[config.mk]
export PLATFORM = sky130hd
export DESIGN_NAME = pck_wr_ctrl
export DESIGN_NICKNAME = d
export VERILOG_FILES = /design/src/rtl/pck_wr_ctrl.sv
export SDC_FILE = /design/constraint.sdc
export NUM_CORES = 1
export LEC_CHECK = 0
export CAP_MARGIN = 25
export CORE_AREA = 2 2 123 125
export DETAILED_ROUTE_END_ITERATION = 10
export DIE_AREA = 0 0 125 127
export GPL_ROUTABILITY_DRIVEN = 0
export GPL_TIMING_DRIVEN = 1
export PLACE_DENSITY_LB_ADDON = 0.1
export SETUP_SLACK_MARGIN = 0.2
export SLEW_MARGIN = 20
export SYNTH_ARGS = -nofsm -noshare
export SYNTH_HDL_FRONTEND = slang
export SYNTH_SLANG_ARGS = --single-unit
export TNS_END_PERCENT = 10
[constraint.sdc]
create_clock -name clk -period 6.4 [get_ports clk]
set_input_delay 1.28 -clock clk [delete_from_list [all_inputs] [get_ports clk]]
set_output_delay 1.28 -clock clk [all_outputs]
set_load 0.02 [all_outputs]
[src/rtl/pck_wr_ctrl.sv]
// Ingress packet write controller: checks each packet's declared length against the received
// word count. Good packets commit their length to the length FIFO; bad ones pulse pck_drop.
module pck_wr_ctrl #(
  parameter int unsigned DATA_WIDTH  = 32,
  parameter int unsigned LEN_WIDTH   = 12,
  parameter int unsigned MAX_PKT_LEN = 1024,
  parameter int unsigned CNT_WIDTH   = 16
) (
  input  logic                  clk,
  input  logic                  sw_rst,
  input  logic                  in_valid,
  input  logic                  in_sop,
  input  logic                  in_eop,
  input  logic [DATA_WIDTH-1:0] in_data,
  input  logic                  len_fifo_full,
  input  logic                  len_fifo_almost_full,
  input  logic                  data_buf_full,
  output logic                  data_wr_en,
  output logic [DATA_WIDTH-1:0] data_wr_data,
  output logic                  len_wr_en,
  output logic [LEN_WIDTH-1:0]  len_wr_data,
  output logic                  pck_drop,
  output logic                  busy,
  output logic [CNT_WIDTH-1:0]  pkt_cnt,
  output logic [CNT_WIDTH-1:0]  drop_cnt
);

  localparam logic [1:0] StIdle  = 2'd0;
  localparam logic [1:0] StWrite = 2'd1;
  localparam logic [1:0] StDrop  = 2'd2;

  localparam logic [LEN_WIDTH-1:0] MaxLen = LEN_WIDTH'(MAX_PKT_LEN);
  localparam logic [LEN_WIDTH-1:0] OneLen = LEN_WIDTH'(1);
  localparam logic [CNT_WIDTH-1:0] OneCnt = CNT_WIDTH'(1);

  logic [1:0]           state_q, state_d;
  logic [LEN_WIDTH-1:0] decl_len_q, decl_len_d;
  logic [LEN_WIDTH-1:0] wcnt_q, wcnt_d;
  logic [LEN_WIDTH-1:0] hdr_len;
  logic                 hdr_reject;
  logic                 wr, commit, fail, reject;

  assign hdr_len    = in_data[LEN_WIDTH-1:0];
  assign hdr_reject = (hdr_len == '0) || (hdr_len > MaxLen) || len_fifo_full ||
                      len_fifo_almost_full || data_buf_full;

  always_comb begin
    state_d    = state_q;
    decl_len_d = decl_len_q;
    wcnt_d     = wcnt_q;
    wr         = 1'b0;
    commit     = 1'b0;
    fail       = 1'b0;
    reject     = 1'b0;
    if (in_valid) begin
      case (state_q)
        StIdle: begin
          if (in_sop) begin
            if (hdr_reject) begin
              // Nothing reached the buffers, so count it but do not pulse pck_drop.
              reject = 1'b1;
              if (!in_eop) state_d = StDrop;
            end else begin
              decl_len_d = hdr_len;
              wcnt_d     = OneLen;
              if (in_eop) begin
                commit = (hdr_len == OneLen);
                fail   = (hdr_len != OneLen);
              end else begin
                wr      = 1'b1;
                state_d = StWrite;
              end
            end
          end
        end
        StWrite: begin
          if (in_sop) begin
            fail    = 1'b1;
            state_d = StDrop;
          end else if (data_buf_full || (wcnt_q == decl_len_q)) begin
            fail    = 1'b1;
            state_d = in_eop ? StIdle : StDrop;
          end else begin
            wcnt_d = wcnt_q + OneLen;
            if (in_eop) begin
              commit  = (wcnt_d == decl_len_q);
              fail    = (wcnt_d != decl_len_q);
              state_d = StIdle;
            end else begin
              wr = 1'b1;
            end
          end
        end
        StDrop: begin
          if (in_eop) state_d = StIdle;
        end
        default: state_d = StIdle;
      endcase
    end
  end

  always_ff @(posedge clk) begin
    if (sw_rst) begin
      state_q      <= StIdle;
      decl_len_q   <= '0;
      wcnt_q       <= '0;
      data_wr_en   <= 1'b0;
      data_wr_data <= '0;
      len_wr_en    <= 1'b0;
      len_wr_data  <= '0;
      pck_drop     <= 1'b0;
      busy         <= 1'b0;
      pkt_cnt      <= '0;
      drop_cnt     <= '0;
    end else begin
      state_q    <= state_d;
      decl_len_q <= decl_len_d;
      wcnt_q     <= wcnt_d;
      data_wr_en <= wr | commit;
      len_wr_en  <= commit;
      pck_drop   <= fail;
      busy       <= (state_d != StIdle);
      if (wr || commit) data_wr_data <= in_data;
      if (commit) len_wr_data <= decl_len_d;
      if (commit && (pkt_cnt != '1)) pkt_cnt <= pkt_cnt + OneCnt;
      if ((fail || reject) && (drop_cnt != '1)) drop_cnt <= drop_cnt + OneCnt;
    end
  end

endmodule

* Word level (Yosys, flattened, before mapping)
Index checks and enable logic that the tools add are counted.
** Word-level totals
- Register bits after elaboration :: 106
- Input port bits :: 40
- Output and inout bits :: 80
** Operators by class
- Add/subtract/negate cells :: 3
- $lt $le $gt $ge :: 1
- Eq/ne operators :: 13
- Mux-type cells :: 46
- Bitwise operators :: 1
- Reduce and logical (&&, ||, !) cells :: 14
** Operator list (number)
- $mux W12 :: 8
- $add A16 B1 Y16 const B :: 2
- $ne A16 B16 Y1 const B :: 2
- $eq A12 B12 Y1 :: 2
- $mux W1 :: 24
- $pmux W12 S2 :: 1
- $mux W2 :: 9
- $add A12 B1 Y12 const B :: 1
- $eq A12 B1 Y1 const B :: 1
- $gt A12 B11 Y1 const B :: 1
- $logic_not A12 Y1 :: 1
- $ne A12 B1 Y1 const B :: 1
- $ne A12 B12 Y1 :: 1
- $ne A2 B2 Y1 const B :: 4
- $logic_or A1 B1 Y1 :: 7
- $pmux W1 S2 :: 3
- $pmux W2 S3 :: 1
- $reduce_and A6 Y1 :: 1
- $reduce_bool A2 Y1 :: 2
- $eq A2 B1 Y1 const B :: 1
- $eq A2 B2 Y1 const B :: 1
- $logic_and A1 B1 Y1 :: 2
- $logic_not A2 Y1 :: 1
- $or A1 B1 Y1 :: 1

* Depth between registers and ports, before layout
Gate-level depths: netlist (run 1).
- Depth in word-level cells :: 11
- Depth in mapped cells :: 12
- Depth with buffers taken out :: 9

* Worst setup path before layout (run 1)
No wires, ideal clock.
- Kind :: input -> register
- From :: input port in_data[7]
- To :: register pkt_cnt[15]
- Setup time :: 123 ps
- Arrival time :: 3658 ps
- Data required time :: 6277 ps
- Path slack :: 2619 ps
- Cell stages on the path :: 9
- Path through :: or4_4 nor4_4 mux2i_1 nand2_2 nor2_4 o211ai_4 buf_6 nor4_2 mux2_1
** Between the ends
- Word-level cells in the longest chain between the ends :: 10
** RTL lines
- from (decl) :: line 14 : input logic [DATA_WIDTH-1:0] in_data,
- $gt A12 B11 Y1 or $logic_not A12 Y1 (tied branches) :: line 44 : assign hdr_reject = (hdr_len == '0) || (hdr_len > MaxLen) || len_fifo_full ||
- $logic_or A1 B1 Y1 (3 in a row) :: line 44
- $logic_or A1 B1 Y1 :: line 45 : len_fifo_almost_full || data_buf_full;
- $mux W1 (*) :: line 59 : if (hdr_reject) begin
- $mux W1 (*) :: line 58 : if (in_sop) begin
- $pmux W1 S2 (*) :: line 56 : case (state_q)
- $mux W1 (*) :: line 55 : if (in_valid) begin
- $logic_and A1 B1 Y1 (*) :: line 125 : if (commit && (pkt_cnt != '1)) pkt_cnt <= pkt_cnt + OneCnt;
- to (signal assigned) :: line 125
- to (decl) :: line 24 : output logic [CNT_WIDTH-1:0] pkt_cnt,
Every way passes the cells marked *; elsewhere a longest branch is shown, timed or not.
A chain may end at the register's enable or synchronous reset.

* Worst setup path after layout (run 1)
- From :: input port in_data[7]
- To :: register wcnt_q[11]
** Between the ends
- Word-level cells in the longest chain between the ends :: 7
** RTL lines
- $gt A12 B11 Y1 or $logic_not A12 Y1 (tied branches) :: line 44
- $logic_or A1 B1 Y1 (*) (3 in a row) :: line 44
- $logic_or A1 B1 Y1 (*) :: line 45
- $ne A2 B2 Y1 (no line) (*)
- $reduce_and A6 Y1 (no line) (*)
- to (signal assigned) :: line 118 : wcnt_q <= wcnt_d;
- to (decl) :: line 38 : logic [LEN_WIDTH-1:0] wcnt_q, wcnt_d;
Marked as above.

==> results.sh, run 1 <==
export IMPL_cp_max_fo=15
export IMPL_period_share_pct=70.16
export IMPL_wire_per_inst_um=15.84
export IMPL_clock_sinks=106
export IMPL_fin_nets=691
export IMPL_worstRegToRegCells=9
export IMPL_grt_first_pass_wirelength_mm=21.22
export IMPL_p_sw_mw=0.2864
export IMPL_dp_cells=820
export IMPL_r2r_setup_slack_ps=3160
export IMPL_syn_area_per_cell_sq_um=9.188
export IMPL_cts_buffer_depth=2
export IMPL_final_util_pct=45.57
export IMPL_power_mw=1.248
export IMPL_ir_drop_v=0.0001508
export IMPL_setup_tns_ps=0
export IMPL_netlist_instances=545
export IMPL_drtAntennaViolNets=0
export IMPL_ys_flop_type="dfxtp_1"
export IMPL_hold_path_class="flip-flop to flip-flop"
export IMPL_synth_warnings=0
export IMPL_drive_above_1_share_pct=6.126
export IMPL_area_growth_syn_to_layout_pct=31.26
export IMPL_pre_cts_ws_ps=1486
export IMPL_die_h_um=127
export IMPL_portBuffers=119
export IMPL_critical_path_max_stage_delay_ps=570
export IMPL_routed_wl_mm=13.26
export IMPL_rsz0062_at_grt="false"
export IMPL_ys_ff_latch=106
export IMPL_grt_antenna_before_repair=0
export IMPL_globalRouteMet1Util_pct=20.90
export IMPL_worstPathBufferInverterCount=1
export IMPL_r2r_start="wcnt_q[2]"
export IMPL_max_cap_violations=0
export IMPL_grt_start_max_net_pins=102
export IMPL_critPathCaptureType="flip-flop"
export IMPL_layout_common_cells="118 x clkdlybuf4s50_1, 106 x dfxtp_1, 79 x nor2_1, 47 x mux2i_1, 32 x nand2_1"
export IMPL_fin_worst_skew_ps=7.423
export IMPL_synth_edf_count=0
export IMPL_grt_pass1_vias=4109
export IMPL_maxSlewViolCount=0
export IMPL_antennaDiodeCount=0
export IMPL_crit_start="in_data[7]"
export IMPL_cp_required_ps=6670
export IMPL_final_hold_viol_count=0
export IMPL_final_common_cell="clkdlybuf4s50_1"
export IMPL_cts_buffers_inserted=9
export IMPL_worstMarginPinSlew_ps=744.1
export IMPL_instances_no_fill=837
export IMPL_swShare_pct=22.95
export IMPL_cts_setup_buffers=0
export IMPL_max_slew_margin_pct=50.21
export IMPL_h_tree_depth=3
export IMPL_worstPathArrival_ps=4760
export IMPL_internal_power_mw=0.9612
export IMPL_ys_seq_area_share_pct=42.38
export IMPL_status="finished, final reports clean"
export IMPL_cts_root_buf="clkbuf_16"
export IMPL_final_setup_viol_count=0
export IMPL_core_sq_um=14420
export IMPL_syn_area_sq_um=5007
export IMPL_drtIter0Drc=204
export IMPL_crit_path_end="wcnt_q[11]"
export IMPL_dieWidth_um=125
export IMPL_yosysUniqueCellTypes=59
export IMPL_period_needed_ps=4490
export IMPL_fmaxAchievable_mhz=222.7
export IMPL_critPathTopFamily="simple AND/OR/NAND/NOR gates"
export IMPL_power_frac_comb_pct=5.6
export IMPL_rows=44
export IMPL_critical_path_cell_count=9
export IMPL_async_reset_ff_share_pct=0
export IMPL_leakagePower_nw=2.517
export IMPL_syn_num_nets=588
export IMPL_met2_usage_pct=28.10
export IMPL_pwr_density_cell_nw_per_um2=189.8
export IMPL_cts_repair_resized=0
export IMPL_clk_latency_ps=350
export IMPL_dp_hpwl_mm=9.501
export IMPL_drt_pre_antenna_iters=4
export IMPL_dieArea_sq_um=15880
export IMPL_pwr_share_seq_pct=53.2
export IMPL_worst_slack_ps=1910
export IMPL_grt_usage_pct=16.58
export IMPL_tritoncts="done"
export IMPL_viasPerCell=5.080
export IMPL_met3_usage_pct=4.690
export IMPL_overflow=0
export IMPL_critPathLaunchType="input pin"
export IMPL_grt_busiest_layer="met2"
export IMPL_cts_hold_buf=0
export IMPL_drc=0
export IMPL_vias=4252
export IMPL_boundaryPins=120
export IMPL_initial_utilization_pct=34.72
export IMPL_r2r_end="data_wr_data[3]"
export IMPL_crit_type="input pin to flip-flop"
export IMPL_crit_chain="clkdlybuf4s50_1 -> or4_4 -> nor4_4 -> mux2i_1 -> nand2_2 -> nand2_1 -> nand4_1 -> or3_1 -> a21oi_1"
export IMPL_crit_slowest_cell="or4_4"
export IMPL_path_clk_slew_ps=70
export IMPL_power_clock_fraction_pct=41.2
## registers in the layout, indices dropped and copies added, names as in the netlist, 2 cells and up
register      count
decl_len_q       12
state_q           2
wcnt_q           12
data_wr_data     32
drop_cnt         16
pkt_cnt          16
len_wr_data      12
## worst min-delay path by stage
stage | from | end | slack, ps | cells past startpoint
5_1_grt | decl_len_q[11] | decl_len_q[11] | 500 | 2
2_1_floorplan | decl_len_q[11] | decl_len_q[11] | 440 | 2
3_5_place_dp | decl_len_q[11] | decl_len_q[11] | 470 | 2
6_report | decl_len_q[11] | decl_len_q[11] | 470 | 2
3_3_place_gp | decl_len_q[11] | decl_len_q[11] | 460 | 2
4_1_cts | decl_len_q[11] | decl_len_q[11] | 480 | 2
## final cells by class
class | count | area (sq um)
clock buffer | 12 | 236.5
clock inverter | 4 | 28.78
timing repair buffer | 122 | 1231
sequential | 106 | 2122
inverter | 12 | 45.04
tap | 184 | 230.2
multi-input combinational | 397 | 2679
fill | 1431 | 7851
## power groups by stage
stage	Combinational, mW	Clock, mW	Sequential [mW]
2_1_floorplan	0.0286	0	0.680
3_3_place_gp	0.0678	0	0.679
3_5_place_dp	0.0686	0	0.679
4_1_cts	0.0687	0.534	0.663
5_1_grt	0.0759	0.560	0.664
6_report	0.0702	0.514	0.664
## cells in the mapped netlist, types with 9 or more instances
| master | n | area share (%) |
|---|---|---|
| a21oi_1 | 30 | 3.0 |
| inv_1 | 12 | 0.90 |
| dfxtp_1 | 106 | 42 |
| xor2_1 | 18 | 3.1 |
| or3_1 | 12 | 1.5 |
| xnor2_1 | 19 | 3.3 |
| or4_1 | 10 | 1.5 |
| nand4_1 | 9 | 1.1 |
| nor2_1 | 79 | 5.9 |
| o31ai_1 | 21 | 3.1 |
| o21ai_0 | 10 | 1.0 |
| nand2_1 | 32 | 2.4 |
| nand3b_1 | 13 | 1.9 |
| mux2i_1 | 47 | 9.4 |
| nand3_1 | 18 | 1.8 |
| clkbuf_1 | 15 | 1.1 |
## tightest hold or removal path: stages, from the launching register on
cell     delay, ps
dfxtp_1        320
inv_1           70
nor2_1          40
## metal layers
metal | share of wire (%) | vias up
met2 | 49 | 69
li1 | - | 2133
met5 | 0 | -
met1 | 46 | 2036
met3 | 3.9 | 14
met4 | 1.3 | 0
## per-stage QoR
step	hold slack, ps	area, sq um
3_3_place_gp	464.1	6272
5_1_grt	499.2	6573
4_1_cts	476.0	6538
3_5_place_dp	466.0	6272
6_report	473.8	6573
2_1_floorplan	441.6	5007
## logic make-up (layout without fill, tap and decap cells)
logic type / Yosys count / after routing / share of synthesized area, %
simple gates: 219 / 219 / 23.61
flops: 106 / 106 / 42.38
fa+ha+maj: 4 / 4 / 0.9496
mux: 50 / 50 / 10.07
compound gates: 87 / 87 / 12.24
buf+inv: 42 / 150 / 4.273
xor+xnor: 37 / 37 / 6.472
No activity file was read; power rests on OpenSTA's default activity.
==> run 2, diff against run 1 <==
clock period = 4.4 ns   (was 6.4 ns; I/O delays follow)
==> run 2 against run 1 <==
Setup slack worse by 1000 ps; wire length is 2.1% higher; design area is 0.44% higher; combinational power is 42% higher; critical endpoint is now pkt_cnt[7]; worst hold slack better by 2.2 ps; clock power is 50% higher; clock skew is 1.8 ps higher; core utilization is 0.20 points higher; die area stayed put.
==> results.sh, run 2 (synthesized netlist as in run 1, its figures left out) <==
export IMPL_power_frac_comb_pct=5.4
export IMPL_power_mw=1.838
export IMPL_drt_pre_antenna_iters=5
export IMPL_cts_repair_resized=0
export IMPL_vias=4306
export IMPL_critPathCaptureType="flip-flop"
export IMPL_power_clock_fraction_pct=42.0
export IMPL_cts_root_buf="clkbuf_16"
export IMPL_period_needed_ps=3510
export IMPL_period_share_pct=79.76
export IMPL_fin_worst_skew_ps=9.222
export IMPL_drc=0
export IMPL_path_clk_slew_ps=70
export IMPL_rows=44
export IMPL_whs_ps=476.0
export IMPL_overflow=0
export IMPL_viasPerCell=5.126
export IMPL_boundaryPins=120
export IMPL_final_hold_viol_count=0
export IMPL_worst_slack_ps=890.4
export IMPL_worstMarginPinSlew_ps=621.9
export IMPL_h_tree_depth=3
export IMPL_pwr_density_cell_nw_per_um2=278.4
export IMPL_dieWidth_um=125
export IMPL_fmaxAchievable_mhz=284.9
export IMPL_drtIter0Drc=259
export IMPL_cp_max_fo=24
export IMPL_clk_latency_ps=350
export IMPL_portBuffers=119
export IMPL_maxSlewViolCount=0
export IMPL_cp_required_ps=4670
export IMPL_final_setup_viol_count=0
export IMPL_hold_path_class="flip-flop to flip-flop"
export IMPL_grt_first_pass_wirelength_mm=21.83
export IMPL_top_regs="data_wr_data x32, drop_cnt x16, pkt_cnt x16"
export IMPL_fin_nets=695
export IMPL_final_common_cell="clkdlybuf4s50_1"
export IMPL_crit_type="input pin to flip-flop"
export IMPL_critPathLaunchType="input pin"
export IMPL_tritoncts="done"
export IMPL_pwr_share_seq_pct=52.5
export IMPL_p_sw_mw=0.4143
export IMPL_antennaDiodeCount=0
export IMPL_grt_start_max_net_pins=51
export IMPL_dieArea_sq_um=15880
export IMPL_worstPathArrival_ps=3780
export IMPL_routed_wl_mm=13.54
export IMPL_cts_buffers_inserted=9
export IMPL_area_growth_syn_to_layout_pct=31.83
export IMPL_max_cap_violations=0
export IMPL_internal_power_mw=1.423
export IMPL_cts_setup_buffers=0
export IMPL_grt_usage_pct=17.04
export IMPL_max_slew_margin_pct=58.34
export IMPL_core_sq_um=14420
export IMPL_setup_tns_ps=0
export IMPL_wire_per_inst_um=16.11
export IMPL_status="finished, final reports clean"
export IMPL_regMostFlops="data_wr_data"
export IMPL_swShare_pct=22.54
export IMPL_drtAntennaViolNets=0
export IMPL_initial_utilization_pct=34.72
export IMPL_die_h_um=127
export IMPL_drive_above_1_share_pct=7.012
export IMPL_cts_hold_buf=0
export IMPL_largest_reg_flops=32
export IMPL_leakagePower_nw=2.549
export IMPL_pre_cts_ws_ps=559.4
export IMPL_layout_common_cells="118 x clkdlybuf4s50_1, 106 x dfxtp_1, 79 x nor2_1, 47 x mux2i_1, 32 x nand2_1"
export IMPL_clock_sinks=106
export IMPL_ir_drop_v=0.0001891
export IMPL_cts_buffer_depth=2
export IMPL_grt_pass1_vias=4226
export IMPL_dp_hpwl_mm=9.724
export IMPL_grt_antenna_before_repair=0
export IMPL_rsz0062_at_grt="false"
export IMPL_final_util_pct=45.77
run 2: area by class of cell:
type / count / area [sq um]
Clock buffer: 11 / 252.7
Clock inverter: 4 / 26.28
Fill cell: 1394 / 7823
Inverter: 12 / 45.04
Multi-Input combinational cell: 397 / 2671
Sequential cell: 106 / 2122
Tap cell: 184 / 230.2
Timing Repair Buffer: 126 / 1254
run 2: path summary, 6_finish.rpt:
check | start | to | slack [ps] | cells after the start
min | decl_len_q[11] | decl_len_q[11] | 480 | 2
max reg2reg | wcnt_q[0] | drop_cnt[8] | 1230 | 8
min reg2reg | decl_len_q[11] | decl_len_q[11] | 480 | 2
max | in_data[7] | pkt_cnt[7] | 890 | 9
run 2: per-layer routing:
| metal | vias to the layer above | GRT usage [%] | wire [um] | part of all wire [%] |
|---|---|---|---|---|
| li1 | 2132 | - | - | - |
| met1 | 2080 | 21.37 | 6079 | 45 |
| met2 | 87 | 29.38 | 6788 | 50 |
| met3 | 7 | 4.732 | 571 | 4.2 |
| met4 | 0 | 3.791 | 95 | 0.70 |
| met5 | - | 0 | 0 | 0 |
run 2: critical path, stage by stage:
cell	delay, ps
clkdlybuf4s50_1	460
or4_4	580
nor4_4	240
mux2i_1	290
nand2_2	120
nor2_4	220
o211ai_4	260
or4_1	550
a21oi_1	190
run 2: stage by stage:
stage | area [sq um] | instances
floorplan | 5007 | 545
global placement | 6322 | 825
detailed placement | 6322 | 825
CTS | 6601 | 840
global route | 6601 | 840
finish | 6601 | 840
run 2: power groups by stage:
stage               registers [mW]  clock network, mW  logic, mW
finish                       0.965              0.773     0.0999
detailed placement           0.988                  0      0.100
global route                 0.965              0.836      0.109
CTS                          0.965              0.806      0.101
floorplan                    0.990                  0     0.0417
global placement             0.987                  0     0.0997
==> run 3, diff against run 2 <==
clock period = 3.27 ns   (was 4.4 ns; I/O delays follow)
==> run 3 against run 2 <==
Clock skew down 2.1 ps; worst hold slack gained 7.9 ps; largest power group unchanged; combinational power increased by 56%; count of clock-buffer cells in the layout stayed put.
==> results.sh, run 3 (synthesized netlist as in run 1, its figures left out) <==
export IMPL_status="finished, final reports clean"
export IMPL_grt_usage_pct=17.16
export IMPL_vias=4391
export IMPL_largest_reg_flops=32
export IMPL_period_share_pct=92.26
export IMPL_cts_buffers_inserted=9
export IMPL_drt_pre_antenna_iters=4
export IMPL_wire_per_inst_um=15.89
export IMPL_drtIter0Drc=269
export IMPL_final_common_cell="clkdlybuf4s50_1"
export IMPL_final_setup_viol_count=0
export IMPL_drc=0
export IMPL_leakagePower_nw=2.745
export IMPL_dp_hpwl_mm=10.00
export IMPL_fin_nets=726
export IMPL_drtAntennaViolNets=0
export IMPL_setup_tns_ps=0
export IMPL_cp_required_ps=3560
export IMPL_grt_antenna_before_repair=2
export IMPL_period_needed_ps=3017
export IMPL_cp_max_fo=10
export IMPL_die_h_um=127
export IMPL_power_mw=2.511
export IMPL_boundaryPins=120
export IMPL_maxSlewViolCount=0
export IMPL_drive_above_1_share_pct=12.06
export IMPL_ir_drop_v=0.0002725
export IMPL_routed_wl_mm=13.89
export IMPL_tritoncts="done"
export IMPL_clock_sinks=106
export IMPL_cts_root_buf="clkbuf_16"
export IMPL_worstRegToRegCells=9
export IMPL_h_tree_depth=3
export IMPL_overflow=0
export IMPL_core_sq_um=14420
export IMPL_layout_common_cells="115 x clkdlybuf4s50_1, 106 x dfxtp_1, 79 x nor2_1, 46 x mux2i_1, 33 x buf_4"
export IMPL_dieArea_sq_um=15880
export IMPL_max_slew_margin_pct=58.44
export IMPL_final_hold_viol_count=0
export IMPL_initial_utilization_pct=34.72
export IMPL_regMostFlops="data_wr_data"
export IMPL_crit_type="flip-flop to flip-flop"
export IMPL_fin_worst_skew_ps=7.098
export IMPL_top_regs="data_wr_data x32, drop_cnt x16, pkt_cnt x16"
export IMPL_path_clk_slew_ps=70
export IMPL_cts_hold_buf=0
export IMPL_area_growth_syn_to_layout_pct=38.43
export IMPL_cts_buffer_depth=2
export IMPL_max_cap_violations=0
export IMPL_rsz0062_at_grt="true"
export IMPL_pwr_density_cell_nw_per_um2=362.2
export IMPL_dieWidth_um=125
export IMPL_clk_latency_ps=350
export IMPL_hold_path_class="flip-flop to flip-flop"
export IMPL_critPathCaptureType="flip-flop"
export IMPL_rows=44
export IMPL_critPathLaunchType="flip-flop"
export IMPL_worstMarginPinSlew_ps=619.3
export IMPL_fmaxAchievable_mhz=331.5
export IMPL_grt_start_max_net_pins=56
export IMPL_grt_first_pass_wirelength_mm=21.91
export IMPL_portBuffers=119
export IMPL_min_path_cells=2
export IMPL_grt_pass1_vias=4240
export IMPL_viasPerCell=5.024
export IMPL_worstPathArrival_ps=3310
-- run 3: cell types whose count changed in the layout (fill, tap and decap cells not counted), sizes merged --
cell,change
buf,+30
clkdlybuf4s50,-3
clkinv,+1
diode,+2
dlymetal6s2s,+3
o211ai,+1
-- run 3: timing repair --
item	in CTS	in global routing
pin swaps	0	6
gates cloned	0	1
setup buffers	1	1
gates resized for setup	1	8
endpoints found under the setup margin	4	27
-- run 3: final timing paths --
path / startpoint / end / slack, ps
setup / recovery: wcnt_q[0] / drop_cnt[8] / 250
setup reg to reg: wcnt_q[0] / drop_cnt[8] / 250
hold / removal: decl_len_q[11] / decl_len_q[11] / 480
hold reg to reg: decl_len_q[11] / decl_len_q[11] / 480
-- run 3: where the power goes --
part / internal [mW] / switching (mW)
Clock: 0.543 / 0.514
Sequential: 1.29 / 0.00460
Combinational: 0.0821 / 0.0737
Total: 1.92 / 0.592
-- run 3: layer usage --
layer | track usage (%) | vias up | wire (um)
li1 | - | 2203 | -
met1 | 22.06 | 2061 | 6347
met2 | 27.49 | 109 | 6436
met3 | 5.611 | 18 | 838
met4 | 5.425 | 0 | 270
met5 | 0 | - | 0
-- run 3: cell type report --
class | instances | area [sq um]
inverter | 12 | 45.04
tap | 184 | 230.2
timing repair buffer | 156 | 1536
fill | 1391 | 7492
sequential | 106 | 2122
clock inverter | 5 | 38.79
antenna | 2 | 5.005
multi-input combinational | 398 | 2711
clock buffer | 11 | 242.7
-- run 3: worst max-delay path, cell delays in order, from the launching register on --
cell	delay [ps]
dfxtp_1	320
ha_1	290
and4_1	300
a21oi_1	160
a311oi_1	70
o21ai_1	530
o2111ai_2	360
and2_1	360
or4_1	420
a21oi_1	140
-- run 3: through the flow --
step	instances	instance area [sq um]	setup slack, ps	hold WS (ps)	utilization, %
detailed placement	853	6586	-196.1	478.1	45.66
floorplan	545	5011	205.8	441.6	-
CTS	870	6879	206.7	489.6	47.69
finish	874	6932	253.2	483.8	48.06
global route	872	6927	114.0	512.3	48.02
global placement	853	6586	-116.1	473.1	45.66
